<file path="config.mk">
export PLATFORM = sky130hd
export DESIGN_NAME = id_ex_stage
export DESIGN_NICKNAME = d
export VERILOG_FILES = /design/src/rtl/id_ex_stage.sv
export SDC_FILE = /design/constraint.sdc
export NUM_CORES = 1
export LEC_CHECK = 0
export ABC_AREA = 0
export CAP_MARGIN = 20
export CORE_AREA = 2 2 128 130
export CTS_CLUSTER_SIZE = 8
export DETAILED_ROUTE_END_ITERATION = 10
export DIE_AREA = 0 0 130 132
export PLACE_DENSITY_LB_ADDON = 0.15
export SLEW_MARGIN = 40
export SYNTH_ARGS = -nofsm -noshare
export SYNTH_HDL_FRONTEND = slang
export SYNTH_SLANG_ARGS = --single-unit
export TNS_END_PERCENT = 1
</file>
<file path="constraint.sdc">
create_clock -name clk -period 3.35 [get_ports clk]
set_input_delay 0.67 -clock clk [delete_from_list [all_inputs] [get_ports clk]]
set_output_delay 0.67 -clock clk [all_outputs]
set_load 0.1 [all_outputs]
</file>
<file path="src/rtl/id_ex_stage.sv">
// ID/EX pipeline register with load-use hazard detection and a saturating bubble counter.
// Latency: one cycle from *_id inputs to *_ex outputs; load_use and stall_id are combinational.
// Backpressure: hold_ex freezes everything; a load-use hazard inserts one bubble and raises stall_id.
module id_ex_stage #(
    parameter int XLEN = 32
) (
    input  logic            clk,
    input  logic            rst_n,
    input  logic [XLEN-1:0] rs1Data_id,
    input  logic [XLEN-1:0] rs2Data_id,
    input  logic [XLEN-1:0] imm_id,
    input  logic [XLEN-1:0] pc_id,
    input  logic [4:0]      rs1Addr,
    input  logic [4:0]      rs2Addr,
    input  logic [4:0]      rdAddr_id,
    input  logic            use_rs1_id,
    input  logic            use_rs2_id,
    input  logic            valid_id,
    input  logic            RegWrite_id,
    input  logic            MemRead_id,
    input  logic            MemWrite_id,
    input  logic            MemtoReg_id,
    input  logic            ALUSrc_id,
    input  logic [3:0]      ALUOp_id,
    input  logic            flush_ex,
    input  logic            hold_ex,
    output logic [XLEN-1:0] rs1Data_ex,
    output logic [XLEN-1:0] rs2Data_ex,
    output logic [XLEN-1:0] imm_ex,
    output logic [XLEN-1:0] pc_ex,
    output logic [4:0]      rs1Addr_ex,
    output logic [4:0]      rs2Addr_ex,
    output logic [4:0]      rdAddr_ex,
    output logic            valid_ex,
    output logic            RegWrite_ex,
    output logic            MemRead_ex,
    output logic            MemWrite_ex,
    output logic            MemtoReg_ex,
    output logic            ALUSrc_ex,
    output logic [3:0]      ALUOp_ex,
    output logic            stall_id,
    output logic [15:0]     bubble_cnt
);

    // Everything the EX stage sees about one instruction, kept as one register.
    typedef struct packed {
        logic [XLEN-1:0] rs1_data;
        logic [XLEN-1:0] rs2_data;
        logic [XLEN-1:0] imm;
        logic [XLEN-1:0] pc;
        logic [4:0]      rs1_addr;
        logic [4:0]      rs2_addr;
        logic [4:0]      rd_addr;
        logic            valid;
        logic            reg_write;
        logic            mem_read;
        logic            mem_write;
        logic            mem_to_reg;
        logic            alu_src;
        logic [3:0]      alu_op;
    } ex_t;

    localparam logic [15:0] CNT_MAX = 16'hFFFF;

    ex_t         ex_q;
    ex_t         ex_d;
    ex_t         id_pkt;
    logic [15:0] bubble_cnt_q;
    logic [15:0] bubble_cnt_d;
    logic        load_use;
    logic        rs1_hit;
    logic        rs2_hit;

    // Hazard: a valid load in EX writes a register (not x0) that the ID instruction actually reads.
    always_comb begin
        rs1_hit  = use_rs1_id && (rs1Addr == ex_q.rd_addr);
        rs2_hit  = use_rs2_id && (rs2Addr == ex_q.rd_addr);
        load_use = ex_q.valid && ex_q.mem_read && (ex_q.rd_addr != 5'd0) &&
                   valid_id && (rs1_hit || rs2_hit);
        stall_id = load_use || hold_ex;
    end

    // Package the ID inputs; an invalid slot must never write the register file or memory.
    always_comb begin
        id_pkt            = '0;
        id_pkt.rs1_data   = rs1Data_id;
        id_pkt.rs2_data   = rs2Data_id;
        id_pkt.imm        = imm_id;
        id_pkt.pc         = pc_id;
        id_pkt.rs1_addr   = rs1Addr;
        id_pkt.rs2_addr   = rs2Addr;
        id_pkt.rd_addr    = rdAddr_id;
        id_pkt.valid      = valid_id;
        id_pkt.reg_write  = valid_id && RegWrite_id;
        id_pkt.mem_read   = valid_id && MemRead_id;
        id_pkt.mem_write  = valid_id && MemWrite_id;
        id_pkt.mem_to_reg = MemtoReg_id;
        id_pkt.alu_src    = ALUSrc_id;
        id_pkt.alu_op     = ALUOp_id;
    end

    // Next-state selection: hold > flush > load-use bubble > capture (reset handled in the flop).
    always_comb begin
        ex_d         = ex_q;
        bubble_cnt_d = bubble_cnt_q;
        if (hold_ex) begin
            ex_d = ex_q;
        end else if (flush_ex) begin
            ex_d = '0;
        end else if (load_use) begin
            ex_d = '0;
            if (bubble_cnt_q != CNT_MAX) begin
                bubble_cnt_d = bubble_cnt_q + 16'd1;
            end
        end else begin
            ex_d = id_pkt;
        end
    end

    // State registers with synchronous active-low reset overriding every other action.
    always_ff @(posedge clk) begin
        if (!rst_n) begin
            ex_q         <= '0;
            bubble_cnt_q <= '0;
        end else begin
            ex_q         <= ex_d;
            bubble_cnt_q <= bubble_cnt_d;
        end
    end

    assign rs1Data_ex  = ex_q.rs1_data;
    assign rs2Data_ex  = ex_q.rs2_data;
    assign imm_ex      = ex_q.imm;
    assign pc_ex       = ex_q.pc;
    assign rs1Addr_ex  = ex_q.rs1_addr;
    assign rs2Addr_ex  = ex_q.rs2_addr;
    assign rdAddr_ex   = ex_q.rd_addr;
    assign valid_ex    = ex_q.valid;
    assign RegWrite_ex = ex_q.reg_write;
    assign MemRead_ex  = ex_q.mem_read;
    assign MemWrite_ex = ex_q.mem_write;
    assign MemtoReg_ex = ex_q.mem_to_reg;
    assign ALUSrc_ex   = ex_q.alu_src;
    assign ALUOp_ex    = ex_q.alu_op;
    assign bubble_cnt  = bubble_cnt_q;

endmodule
</file>
# Word level (Yosys, flattened, before mapping)
# Cells that the tools add are included.
# classes
bitwise	2
n_eq_ne	3
multipliers	0
n_reduce_logical	13
shifts	0
addsub	1
n_mux	2
n_div	0
magnitude_cmp	0
# op_table
op	count
2-to-1 mux 153 bit	2
adder 16 x 1 -> 16 bit, second input constant	1
inequality test 16 bit, second input constant	1
== test 5 bit	2
logical AND 1 bit	9
nonzero test 5 bit	1
AND reduction 4 bit	1
logical OR 1 bit	2
inverter 1 bit	2
# totals
mem_count	0
in_bits	159
rom_bits	0
ram_bits	0
latchBits	0
elab_cells	36
reg_bits	169

# Logic depth before layout (Yosys ltp)
# depth
depth_word	6
ltp_mapped	8
mapped_depth_nobuf	6

# Least setup slack after synthesis
# No wires, ideal clock.
# synth_path
path_kind	flip-flop to output port
start	reg ex_q (netlist bit rdAddr_ex[3])
end	out stall_id
path_stages_with_launch	7
required_ns	2.680
arrival_time_ns	4.395
slack_ns	-1.715
n_path_buf	2
path_cell_list	dfxtp_1 > xor2_1 > nor4_2 > a32oi_2 > clkbuf_1 > clkbuf_1 > o31ai_1
# synth_via
elab_chain_len	5
elab_cells_between_ends	10
classes_between	2 x eq/ne; 8 x reduce/logical
# synth_lines
element	line_no	text
from (decl)	65	ex_t ex_q;
from (signal assigned)	123	ex_q <= '0;
from (signal assigned)	126	ex_q <= ex_d;
== test 5 bit, or another cell as far along	76	rs1_hit = use_rs1_id && (rs1Addr == ex_q.rd_addr);
logical AND 1 bit, on equally long branches	76, 77, 78	
logical OR 1 bit or logical AND 1 bit (tied branches)	79, 78	
logical AND 1 bit *	79	valid_id && (rs1_hit || rs2_hit);
logical OR 1 bit *	80	stall_id = load_use || hold_ex;
to (decl)	41	output logic stall_id,
# Every way passes the cells marked *; elsewhere a longest branch is shown, timed or not.

# Worst setup path in the final report
# layout_path
start	in rs2Addr[3]
end	out stall_id
# layout_via
elab_chain_len	5
# layout_lines
element	line_no	text
from (decl)	14	input logic [4:0] rs2Addr,
== test 5 bit	77	rs2_hit = use_rs2_id && (rs2Addr == ex_q.rd_addr);
logical AND 1 bit	77	
logical OR 1 bit	79	
logical AND 1 bit	79	
logical OR 1 bit	80	
# Every way passes these cells.

==> reports/metrics.yaml <==
worst_setup_path:
  crit_fanout: 3
  critPathLaunchType: "input port"
  critical_path_class: "input port to output port"
  crit_start: "rs2Addr[3]"
  crit-reg2reg-launch: "bubble_cnt[0]"
  rr_worst_depth: 6
  rrSetupSlack_ns: 1.10
  critPathCaptureType: "output port"
  r2r_end: "bubble_cnt[0]"
  crit_arrival_ns: 2.27
  required_ns: 2.68
  crit_end: "stall_id"
clock_network:
  numCtsBuffers: 17
  holdBufCountCts: 0
  cts_max_level: 4
  cts.sinks: 169
  clk_pin_slew_ns: 0.06
  cts_tree: "yes"
  clockBufferDepth: 2
  clk_latency_ns: 0.42
  ctsResizeCount: 0
  post_cts_buffers: 0
  ctsRootBufferMaster: "clkbuf_16"
cells_and_area:
  multi_input_area_sq_um: 2060
  seqCellArea_sq_um: 3390
  final_area_sq_um: 9240
  layout-drive-gt1-share_pct: 27.2
  nFillCells: 1365
  areaGrowthSynthToFinish_pct: 63.9
  nets: 946
  antennaDiodeCount: 0
route:
  vias: 5105
  routed_wl_mm: 18.1
  drc: 0
  drtIter0Drc: 167
  wl_per_cell_um: 17.8
  viasPerCell: 5.03
  first_pass_iters: 4
  drtAntennaViolNets: 0
power:
  power.density_nw_per_um2: 541
  p_leak_nw: 3.91
  peakVddDrop_mv: 0.347
global_route:
  track_usage_pct: 20.6
  grt_pass1_vias: 5110
  antenna_found_initial: 0
  grt_pass1_wl_mm: 27.5
  grt_remaining_overflow: 0
  grt_max_degree: 134
yosys:
  synth_seq_cells: 169
  synth_cell_type_count: 33
  synth-main-ff-cell: "dfxtp_1"
  ys_seq_area_share_pct: 60.0
  synth_area_sq_um: 5640
  synth_top_area_cell: "dfxtp_1"
  synthTopCellsByArea: "dfxtp_1, a22o_1, clkbuf_1, buf_6, xor2_1"
  synth.avg_cell_area_sq_um: 12.0
  synth.top_cell.area_share_pct: 60.0
  yosysMostFrequentCell: "dfxtp_1"
  ys_async_sr_fraction_pct: 0
  synth.net_count: 631
  syn_inst: 471
  yosys-top-cells-count: "dfxtp_1, a22o_1, clkbuf_1"
  synth_edf_count: 0
  yosysWarnings: 0
timing:
  worst_slew_pin_slew_ns: 0.662
  max_freq_mhz: 340
  finalHoldViolCount: 0
  min_period_over_period_pct: 87.8
  setup_viol: 0
  period_needed_ns: 2.94
  final-max-slew-violation-count: 0
  fin_skew_ns: 0.0123
  fin_tns_setup_ns: 0
  relSlewSlack_pct: 55.9
  rsz0062_at_grt: "no"
placement:
  place_congestion: 0.823
  dp_hpwl_mm: 13.2
  io_buffers: 328
  post_dp_cell_area_sq_um: 8680
floorplan:
  pin_count: 329
  fp.dieW_um: 130
  rows: 46
  die_h_um: 132
  design.die.area_sq_um: 17200
  start_util_pct: 35.9
  core_sq_um: 15700
outcome:
  status: "finished clean"
min_path:
  hp-class: "flip-flop to flip-flop"
run:
  cap_viol_max_count: 0
## power breakdown
part | switching [W] | internal, W | leakage [nW]
Clock | 0.000789 | 0.00108 | 0.269
Combinational | 0.000678 | 0.000321 | 2.27
Sequential | 0.0000439 | 0.00208 | 1.38
Total | 0.00151 | 0.00349 | 3.91
## cells by family (layout without fill, tap and decap cells)
| group | Yosys count | after routing | synth area share, % |
|---|---|---|---|
| and+or+nand+nor | 64 | 64 | 6.45 |
| xor gates and xnor gates | 10 | 10 | 1.55 |
| buffers and inverters | 45 | 372 | 4.10 |
| DFF | 169 | 169 | 60.0 |
| adders and majority gates | 1 | 1 | 0.222 |
| AOI/OAI and AO/OA | 176 | 176 | 26.6 |
| muxes | 6 | 6 | 1.06 |
## per-layer routing
layer	part of all wire, %	global-route usage (%)	wire length (um)	vias up
li1	-	-	-	2445
met1	40	22.7	7190	2428
met2	51	35.7	9140	200
met3	7.1	7.47	1290	32
met4	2.5	7.89	461	0
met5	0	0	0	-
## flip-flops by register name (all words and copies together) (netlist names), 4 cells and up
signal      cells
rdAddr_ex       5
bubble_cnt     16
rs1Addr_ex      5
imm_ex         32
rs2Addr_ex      5
rs2Data_ex     32
pc_ex          32
ALUOp_ex        4
rs1Data_ex     32
## worst min-delay path by stage
stage / cells past startpoint / end / slack, ns / start
after floorplan: 1 / rdAddr_ex[3] / 0.80 / rdAddr_ex[3]
after global placement: 1 / RegWrite_ex / 0.46 / RegWrite_ex
after detailed placement: 1 / rs2Data_ex[0] / 0.46 / rs2Data_ex[0]
after CTS: 1 / rs1Data_ex[23] / 0.48 / rs1Data_ex[23]
after global routing: 1 / rs1Addr_ex[1] / 0.48 / rs1Addr_ex[1]
final: 1 / pc_ex[31] / 0.47 / pc_ex[31]
## placed cells by master, fill, tap and decap left out, drive strengths merged
master / netlist / routed
and2: 1 / 1
nor2: 5 / 5
a22o: 150 / 150
a211oi: 1 / 1
clkbuf: 25 / 22
nor2b: 1 / 1
nand4: 6 / 6
xnor2: 2 / 2
nor3: 2 / 2
and3: 3 / 3
nor4: 5 / 5
nand2: 13 / 13
inv: 6 / 7
o21ba: 1 / 1
or4: 9 / 9
clkinvlp: 0 / 3
mux2i: 6 / 6
or3: 4 / 4
clkinv: 0 / 4
bufinv: 0 / 1
xor2: 8 / 8
o31ai: 8 / 8
dfxtp: 169 / 169
nor4b: 2 / 2
o21ai: 2 / 2
buf: 14 / 177
ha: 1 / 1
a21oi: 9 / 9
nand3: 9 / 9
a32o: 3 / 3
a32oi: 1 / 1
nand2b: 4 / 4
clkdlybuf4s50: 0 / 158
o311a: 1 / 1
## per-stage QoR
stage | power, W | util (%) | hold slack [ns] | setup WS, ns | instances
floorplan | 0.00282 | - | 0.799 | 0.0664 | 471
global placement | 0.00316 | 55.5 | 0.456 | 0.427 | 983
detailed placement | 0.00317 | 55.2 | 0.456 | 0.397 | 983
CTS | 0.00505 | 58.8 | 0.475 | 0.389 | 1014
global route | 0.00516 | 58.8 | 0.484 | 0.316 | 1014
finish | 0.00500 | 58.8 | 0.472 | 0.410 | 1014
## cell type report
class | instances | area share, %
clock buffer | 22 | 5.13
timing repair buffer | 335 | 31.8
inverter | 6 | 0.244
multi-input combinational | 257 | 22.3
clock inverter | 9 | 1.00
tap | 216 | 2.92
sequential | 169 | 36.7
## critical path: stages
cell and delay [ns]:
clkdlybuf4s50_1 0.46, xor2_1 0.17, nor4_2 0.30, a32oi_2 0.21
o31ai_4 0.24, buf_12 0.21
Power figures use the tool's default switching activity.
